File: src/rtl/uart_pkg.sv
// Shared types and frame constants for the UART transmit path.
// UART_TX_PARITY_EN adds the PARITY state to the transmit FSM.
package uart_pkg;

  localparam int unsigned DATA_BITS = 8;
  localparam int unsigned STOP_BITS = 1;
  localparam int unsigned BAUD_W    = 2;

  typedef enum logic [2:0] {
    StIdle,
    StLoad,
    StStart,
    StData,
`ifdef UART_TX_PARITY_EN
    StParity,
`endif
    StStop
  } tx_state_t;

endpackage

File: src/rtl/uart_baud_cnt.sv
// Bit-period down-counter: latches the period on load and ticks once per period while enabled.
module uart_baud_cnt
  import uart_pkg::*;
#(
  parameter int unsigned BaseDiv = 16,
  parameter int unsigned CntW    = 16
) (
  input  logic              clk_i,
  input  logic              rst_i,
  input  logic              load_i,
  input  logic              en_i,
  input  logic [BAUD_W-1:0] baud_i,
  output logic              tick_o
);

  localparam logic [CntW-1:0] One = CntW'(1);

  logic [CntW-1:0] period_q, period_d;
  logic [CntW-1:0] cnt_q, cnt_d;
  logic [CntW-1:0] reload;

  always_comb begin
    reload   = CntW'(BaseDiv) << baud_i;
    period_d = period_q;
    cnt_d    = cnt_q;
    if (load_i) begin
      period_d = reload;
      cnt_d    = reload - One;
    end else if (en_i) begin
      // Wrap straight to the next period so consecutive bits have no gap.
      cnt_d = (cnt_q == '0) ? (period_q - One) : (cnt_q - One);
    end
  end

  always_ff @(posedge clk_i) begin
    if (rst_i) begin
      period_q <= CntW'(BaseDiv);
      cnt_q    <= '0;
    end else begin
      period_q <= period_d;
      cnt_q    <= cnt_d;
    end
  end

  assign tick_o = en_i && (cnt_q == '0);

endmodule

File: src/rtl/uart_tx_ctrl.sv
// UART transmit sequencer: pops the TX FIFO and serialises each byte as start/data/stop.
// Optional parity bit between data and stop when UART_TX_PARITY_EN is defined.
module uart_tx_ctrl
  import uart_pkg::*;
#(
  parameter int unsigned BASE_DIV = 16,
  parameter int unsigned CNT_W    = 16
) (
  input  logic              clk,
  input  logic              rst,
  input  logic              txen,
  input  logic              txst,
  input  logic [BAUD_W-1:0] baud,
  input  logic              fifo_empty,
  input  logic [7:0]        fifo_rdata,
`ifdef UART_TX_PARITY_EN
  input  logic              parity_odd,
`endif
  output logic              fifo_ren,
  output logic              txd,
  output logic              busy,
  output logic              busy_en,
  output logic              tx_done_set
);

  tx_state_t  state_q, state_d;
  logic [7:0] shift_q, shift_d;
  logic [2:0] bit_q, bit_d;
  logic       pend_q, pend_d;
  logic       busy_en_q, busy_en_d;
  logic       done_q, done_d;
  logic       cnt_load, cnt_en, tick;
`ifdef UART_TX_PARITY_EN
  logic       par_q, par_d;
`endif

  uart_baud_cnt #(
    .BaseDiv (BASE_DIV),
    .CntW    (CNT_W)
  ) u_baud_cnt (
    .clk_i  (clk),
    .rst_i  (rst),
    .load_i (cnt_load),
    .en_i   (cnt_en),
    .baud_i (baud),
    .tick_o (tick)
  );

  always_comb begin
    state_d  = state_q;
    shift_d  = shift_q;
    bit_d    = bit_q;
    pend_d   = pend_q;
    done_d   = 1'b0;
    cnt_load = 1'b0;
    cnt_en   = 1'b0;
    fifo_ren = 1'b0;
    txd      = 1'b1;
`ifdef UART_TX_PARITY_EN
    par_d    = par_q;
`endif
    // A force-start with nothing to send is dropped.
    if (txst && !fifo_empty) pend_d = 1'b1;

    unique case (state_q)
      StIdle: begin
        if (!fifo_empty && (txen || pend_q)) begin
          state_d = StLoad;
          pend_d  = 1'b0;
        end
      end
      StLoad: begin
        fifo_ren = !fifo_empty;
        shift_d  = fifo_rdata;
        bit_d    = '0;
        cnt_load = 1'b1;
`ifdef UART_TX_PARITY_EN
        par_d    = (^fifo_rdata) ^ parity_odd;
`endif
        state_d  = StStart;
      end
      StStart: begin
        txd    = 1'b0;
        cnt_en = 1'b1;
        if (tick) state_d = StData;
      end
      StData: begin
        txd    = shift_q[0];
        cnt_en = 1'b1;
        if (tick) begin
          shift_d = {1'b0, shift_q[7:1]};
          bit_d   = bit_q + 3'd1;
          if (bit_q == 3'(DATA_BITS - 1)) begin
`ifdef UART_TX_PARITY_EN
            state_d = StParity;
`else
            state_d = StStop;
`endif
          end
        end
      end
`ifdef UART_TX_PARITY_EN
      StParity: begin
        txd    = par_q;
        cnt_en = 1'b1;
        if (tick) state_d = StStop;
      end
`endif
      StStop: begin
        cnt_en = 1'b1;
        if (tick) begin
          if (!fifo_empty && txen) begin
            state_d = StLoad;
            pend_d  = 1'b0;
          end else begin
            state_d = StIdle;
            done_d  = fifo_empty;
          end
        end
      end
      default: state_d = StIdle;
    endcase

    busy_en_d = (state_d != StIdle) != (state_q != StIdle);
  end

  always_ff @(posedge clk) begin
    if (rst) begin
      state_q   <= StIdle;
      shift_q   <= '0;
      bit_q     <= '0;
      pend_q    <= 1'b0;
      busy_en_q <= 1'b0;
      done_q    <= 1'b0;
`ifdef UART_TX_PARITY_EN
      par_q     <= 1'b0;
`endif
    end else begin
      state_q   <= state_d;
      shift_q   <= shift_d;
      bit_q     <= bit_d;
      pend_q    <= pend_d;
      busy_en_q <= busy_en_d;
      done_q    <= done_d;
`ifdef UART_TX_PARITY_EN
      par_q     <= par_d;
`endif
    end
  end

  assign busy        = (state_q != StIdle);
  assign busy_en     = busy_en_q;
  assign tx_done_set = done_q;

endmodule

File: config.mk
export PLATFORM = sky130hd
export DESIGN_NAME = uart_tx_ctrl
export DESIGN_NICKNAME = d
export VERILOG_FILES = /design/src/rtl/uart_pkg.sv /design/src/rtl/uart_baud_cnt.sv /design/src/rtl/uart_tx_ctrl.sv
export SDC_FILE = /design/constraint.sdc
export NUM_CORES = 1
export LEC_CHECK = 0
export BUFFER_PORTS_ARGS = -buffer_cell sky130_fd_sc_hd__clkbuf_2
export CORE_ASPECT_RATIO = 0.5
export CORE_MARGIN = 2
export CORE_UTILIZATION = 35
export DETAILED_ROUTE_END_ITERATION = 8
export PLACE_DENSITY = 0.51
export SYNTH_ARGS = -nofsm -noshare
export SYNTH_HDL_FRONTEND = slang
export SYNTH_HIERARCHICAL = 1
export SYNTH_SLANG_ARGS = --single-unit
File: constraint.sdc
create_clock -name clk -period 3.5 [get_ports clk]
set_input_delay 0.175 -clock clk [delete_from_list [all_inputs] [get_ports clk]]
set_output_delay 0.175 -clock clk [all_outputs]
set_load 0.02 [all_outputs]
# ---- Yosys cells after proc, flatten, opt, wreduce, memory -nomap -nowiden
# Index checks and enable logic that the tools add are counted.
dict set report word_totals {
  register_bits 49
  inputBits 15
  wordCells 60
}
dict set report op_classes {
  addsub 4
  eq_ne 7
  shift 1
  mux 23
  bitwise 2
  n_reduce_logical 15
}
# op count
set op_table {}
lappend op_table {{$mux W16} 3}
lappend op_table {{$sub A16 B1 Y16 const B} 3}
lappend op_table {{$mux W3} 6}
lappend op_table {{$logic_not A16 Y1} 1}
lappend op_table {{$pmux W8 S2} 1}
lappend op_table {{$shl A5 B2 Y16 const A} 1}
lappend op_table {{$pmux W3 S5} 1}
lappend op_table {{$mux W1} 8}
lappend op_table {{$mux W8} 1}
lappend op_table {{$eq A3 B2 Y1 const B} 2}
lappend op_table {{$eq A3 B3 Y1 const B} 2}
lappend op_table {{$pmux W3 S2} 1}
lappend op_table {{$reduce_bool A3 Y1} 2}
lappend op_table {{$logic_and A1 B1 Y1} 4}
lappend op_table {{$pmux W1 S2} 2}
lappend op_table {{$reduce_bool A2 Y1} 2}
lappend op_table {{$reduce_or A4 Y1} 1}
lappend op_table {{$add A3 B1 Y3 const B} 1}
lappend op_table {{$eq A3 B1 Y1 const B} 1}
lappend op_table {{$logic_not A3 Y1} 1}
lappend op_table {{$reduce_or A3 Y1} 1}
lappend op_table {{$ne A2 B2 Y1 const B} 1}
lappend op_table {{$not A1 Y1} 2}
lappend op_table {{$reduce_and A2 Y1} 1}
lappend op_table {{3 further kinds} 3}

# ---- Longest topological paths before layout
dict set report depth {
  ltp_word 8
  depth_mapped 13
  ltp_nobuf 9
}

# ---- By module
# Netlist, hierarchy kept.
# module n_inst cells_per_inst area_each_um2 seq_area_each_um2
set by_module_without_submodules {}
lappend by_module_without_submodules {uart_baud_cnt 1 169 1365.1 400.4}
lappend by_module_without_submodules {uart_tx_ctrl 1 102 899.6 340.3}

# ---- Least setup slack after synthesis
# OpenSTA, ideal clock, no wires.
dict set report synth_path {
  kind {register to register}
  startpoint {register u_baud_cnt.cnt_q[13]}
  endpoint {register shift_q[2]}
  arrival_ps 2631
  t_required_ps 3412
  setup_slack_ps 781
  stages_incl_launch_ff 9
  n_path_buf 1
  period_less_slack_ps 2719
  cell_sequence {dfxtp_1 or4_4 or4_4 nor3_1 inv_2 a21oi_4 buf_6 nor2_1 a311oi_2}
}
dict set report synth_between {
  elab_chain_len 4
}
# item line_no
set synth_lines {}
lappend synth_lines {{from (decl)} uart_baud_cnt.sv:19} ;# logic [CntW-1:0] cnt_q, cnt_d;
lappend synth_lines {{from (signal assigned)} uart_baud_cnt.sv:41} ;# cnt_q <= cnt_d;
lappend synth_lines {{$logic_not A16 Y1} uart_baud_cnt.sv:45} ;# assign tick_o = en_i && (cnt_q == '0);
lappend synth_lines {{$logic_and A1 B1 Y1} uart_baud_cnt.sv:45}
lappend synth_lines {{net tick} uart_tx_ctrl.sv:32} ;# logic cnt_load, cnt_en, tick;
lappend synth_lines {{$ne A2 B2 Y1 (no line)} --}
lappend synth_lines {{$reduce_and A2 Y1 (no line)} --}
lappend synth_lines {{to (signal assigned)} uart_tx_ctrl.sv:140} ;# shift_q <= shift_d;
lappend synth_lines {{to (decl)} uart_tx_ctrl.sv:27} ;# logic [7:0] shift_q, shift_d;
# The timed path passes the listed nets, and every way through them passes these cells.
# A chain may end at the register's enable or synchronous reset.

# ---- Final worst setup path
dict set report layout_path {
  startpoint {register state_q[0]}
  endpoint {register u_baud_cnt.cnt_q[10]}
}
dict set report layout_between {
  word_cells_on_any_way 9
  classes_between {eq/ne (4); mux (3); reduce/logical (2)}
}
# item line_no
set layout_lines {}
lappend layout_lines {{from (decl)} uart_tx_ctrl.sv:26} ;# tx_state_t state_q, state_d;
lappend layout_lines {{from (signal assigned)} uart_tx_ctrl.sv:129} ;# state_q <= StIdle;
lappend layout_lines {{from (signal assigned)} uart_tx_ctrl.sv:139} ;# state_q <= state_d;
lappend layout_lines {{$eq A3 B1 Y1 (*)} uart_tx_ctrl.sv:65} ;# unique case (state_q)
lappend layout_lines {{$mux W1 (*)} uart_tx_ctrl.sv:65}
lappend layout_lines {{net cnt_load} uart_tx_ctrl.sv:32}
lappend layout_lines {{$mux W16 or $reduce_bool A2 Y1 (tied branches)} --}
# Mark *: on every way through the listed nets, which the timed path passes. The rest lies on a longest branch.

==> results_dict.tcl <==
set metrics [dict create \
    hold_end "pend_q$_SDFF_PP0_" \
    cts_repair_resize_count 0 \
    fraction_of_final_layout_cells_sized_beyond_drive_strength_1 0.206 \
    drt_first_iter_violations 71 \
    synth_seq_cells 37 \
    num-nets-final 304 \
    timing.slew.headroom 0.551 \
    cp_num_buf_inv 1 \
    synth_top_area_cell "sky130_fd_sc_hd__dfxtp_1" \
    number_of_maximum_capacitance_constraint_violations 0 \
    layout_min_cycle_time_ns 2.78 \
    layout.cells.most_common_list "sky130_fd_sc_hd__nor2_1, sky130_fd_sc_hd__dfxtp_1, sky130_fd_sc_hd__nand2_1" \
    width_of_the_die_um 118 \
    yosys-top-cells-area "sky130_fd_sc_hd__dfxtp_1, sky130_fd_sc_hd__nor2_1, sky130_fd_sc_hd__nand2_1" \
    cp-end-kind "register" \
    clock_insertion_delay_worst_skew_ns 0.28 \
    ioPinCount 20 \
    timing.critical_path.required_ns 3.69 \
    synth.yosys.seq_area_share 0.327 \
    die_h_um 60.9 \
    clock_skew_ns 0.00617 \
    gp_routability_congestion 0.825 \
    grt_start_max_net_pins 36 \
    clk_pin_slew_worst_paths_ns 0.06 \
    leakagePower_nw 0.975 \
    syn_area_per_cell_um2 8.36 \
    hpwl_mm 3.82 \
    clock_sinks 37 \
    hold_path.class "in2reg" \
    crit_path_max_delay_family "simple AND/OR/NAND/NOR gates" \
    drt-total-wl_mm 5.33 \
    critical_path.slowest_cell "sky130_fd_sc_hd__dfxtp_1" \
    cellPowerDensity_nw_per_um2 539 \
    clockBufferDepth 2 \
    first_global_vias 1883 \
    cts_buffers 5 \
    synth-edff-count 0 \
    reg2reg_depth 9 \
    placedInstanceArea_um2 2390 \
    layout_worst_path_cycle_share 0.794 \
    timing_worst_setup_path_type "reg2reg" \
    starting_density 0.368 \
    worst-endpoint-arrival_ns 2.97 \
    fmaxAchievable_mhz 360 \
    syn_inst 271 \
    tritoncts "built" \
    outcome "completed" \
    grt_setup_unrepaired "no" \
    globalRoute.totalOverflow 0 \
    rows 20 \
    cp_launch_type "register" \
    post_synth_num_cell_types 62 \
    cts_hold_repair.buffers 0 \
    final_number_of_hold_violating_endpoints 0 \
    antenna-diode-count 0 \
    use_met1 0.209 \
    synth.net_count 289 \
    grt_pass1_wl_mm 9.25 \
    postCtsSetupBuffers 0 \
    groute.layer.met2.usage 0.271 \
    worst_hold_startpoint "txen" \
    design.die.area_um2 7170 \
    highest_ir_drop_seen_on_vdd_uv 211 \
    floorplan.core_area_um2 6160 \
    fin_setup_tns_ns 0 \
    critical_path.cell_chain "nand2b_4 > nor2_2 > inv_6 > nand2_1 > ha_1 > o2111ai_1 > a211oi_1 > nand3_1 > o31ai_1" \
    setup.worst_path.start "state_q[0]$_SDFF_PP0_" \
    busiest_layer_in_global_routing "met2" \
    detail_route.first_pass.iterations 4 \
    tightest_slew_ns 0.673 \
    postRouteAntennaNets 0 \
    setup_violations 0 \
    ctsHtreeMaxLevel 2 \
    final_max_slew_viol_count 0 \
    post-layout-total-power_mw 1.37 \
    hold_depth 2 \
    reg2reg_setup_slack_ns 0.72 \
    buffer_ports.inserted 19 \
    route.vias.total 2054 \
    asyncSetResetFlopFracSynth 0 \
    rr_endpoint "u_baud_cnt/cnt_q[10]$_SDFFE_PP0P_" \
    route.detailed.drc 0 \
    average_wire_per_cell_in_the_routed_design_um 14.2 \
    number_of_antenna_violations_at_the_first_check_in_global_routing 0 \
    layout.cells.most_common "sky130_fd_sc_hd__nor2_1" \
    non_filler_cell_area_final_um2 2540 \
    area.growth.synth_to_final_pct 12.0 \
    timing.critical_path.fanout_max 18 \
    grt.total_usage 0.161 \
    synth_flop_cell "sky130_fd_sc_hd__dfxtp_1" \
    r2r_start "state_q[0]$_SDFF_PP0_" \
    grtUsageMet3 0.0470 \
    vias_per_cell 5.48 \
    synthesis.area_um2 2260 \
    netlist.area_leader.share 0.327 \
    cts_root_buffer "sky130_fd_sc_hd__clkbuf_16" \
    number_of_warnings_reported_in_the_yosys_synthesis_log 6 \
    slowest_delay_ns 0.56 \
]
==> where the power goes <==
group / total [mW] / switching, mW / internal, mW
combinational: 0.434 / 0.256 / 0.178
clock: 0.439 / 0.175 / 0.264
sequential: 0.493 / 0.0380 / 0.455
total: 1.37 / 0.469 / 0.897
==> cells in the mapped netlist, types with 3 or more instances <==
| cell | n |
|---|---|
| sky130_fd_sc_hd__a211oi_1 | 7 |
| sky130_fd_sc_hd__a21o_1 | 5 |
| sky130_fd_sc_hd__a21oi_1 | 15 |
| sky130_fd_sc_hd__a22o_1 | 3 |
| sky130_fd_sc_hd__a311oi_2 | 7 |
| sky130_fd_sc_hd__and3_1 | 4 |
| sky130_fd_sc_hd__buf_4 | 6 |
| sky130_fd_sc_hd__buf_6 | 4 |
| sky130_fd_sc_hd__clkbuf_1 | 4 |
| sky130_fd_sc_hd__dfxtp_1 | 37 |
| sky130_fd_sc_hd__ha_1 | 3 |
| sky130_fd_sc_hd__inv_1 | 6 |
| sky130_fd_sc_hd__mux2i_1 | 4 |
| sky130_fd_sc_hd__nand2_1 | 30 |
| sky130_fd_sc_hd__nand2b_1 | 3 |
| sky130_fd_sc_hd__nand3_1 | 5 |
| sky130_fd_sc_hd__nand4_1 | 4 |
| sky130_fd_sc_hd__nor2_1 | 39 |
| sky130_fd_sc_hd__nor2b_1 | 5 |
| sky130_fd_sc_hd__nor3_1 | 10 |
| sky130_fd_sc_hd__nor4_1 | 5 |
| sky130_fd_sc_hd__o2111ai_1 | 3 |
| sky130_fd_sc_hd__o21ai_0 | 8 |
| sky130_fd_sc_hd__or3_1 | 3 |
| sky130_fd_sc_hd__or4_4 | 3 |
| sky130_fd_sc_hd__xnor2_1 | 5 |
==> cells by family after synthesis <==
family / Yosys count / synth area share
multiplexers: 4 / 0.0177
adder cells (fa/ha/maj): 3 / 0.0166
flip-flops: 37 / 0.327
AND/OR/NAND/NOR: 124 / 0.289
XOR/XNOR: 5 / 0.0193
buffers and inverters: 24 / 0.0657
AO/OA/AOI/OAI: 74 / 0.265
==> through the flow <==
stage                     instances  worst slack [ns]  hold WS [ns]   util
after floorplan                 271             0.781         0.283      -
after detailed placement        367             0.736         0.422  0.389
after global placement          367             0.676         0.423  0.389
final                           375             0.723         0.131  0.412
after CTS                       375             0.710         0.124  0.412
after global routing            375             0.424         0.131  0.412
==> worst max-delay path by stage <==
stage	to	slack [ns]	cells after the start
global placement	u_baud_cnt/cnt_q[10]$_SDFFE_PP0P_	0.68	8
detailed placement	u_baud_cnt/cnt_q[10]$_SDFFE_PP0P_	0.74	8
global route	u_baud_cnt/cnt_q[10]$_SDFFE_PP0P_	0.42	8
finish	u_baud_cnt/cnt_q[10]$_SDFFE_PP0P_	0.72	9
floorplan	shift_q[2]$_SDFFE_PP0P_	0.78	8
CTS	u_baud_cnt/cnt_q[10]$_SDFFE_PP0P_	0.71	8
==> metal layers <==
metal	up-vias	routed length, µm	part of all wire
met4	0	25	0.0047
met2	37	2400	0.45
met1	964	2690	0.50
met5	-	0	0
met3	4	211	0.040
li1	1049	-	-
==> area by class of cell <==
| class | instances | area (µm²) |
|---|---|---|
| Clock buffer | 6 | 129 |
| Clock inverter | 2 | 15.0 |
| Fill cell | 631 | 3620 |
| Inverter | 9 | 38.8 |
| Multi-Input combinational cell | 210 | 1380 |
| Sequential cell | 37 | 741 |
| Tap cell | 88 | 110 |
| Timing Repair Buffer | 23 | 125 |
==> registers in the layout, summed over array words and instances, names as in the netlist <==
| register | cells |
|---|---|
| u_baud_cnt/period_q | 4 |
| busy_en | 1 |
| shift_q | 8 |
| bit_q | 3 |
| state_q | 3 |
| pend_q | 1 |
| tx_done_set | 1 |
| u_baud_cnt/cnt_q | 16 |
No activity file was read; power rests on OpenSTA's default activity.
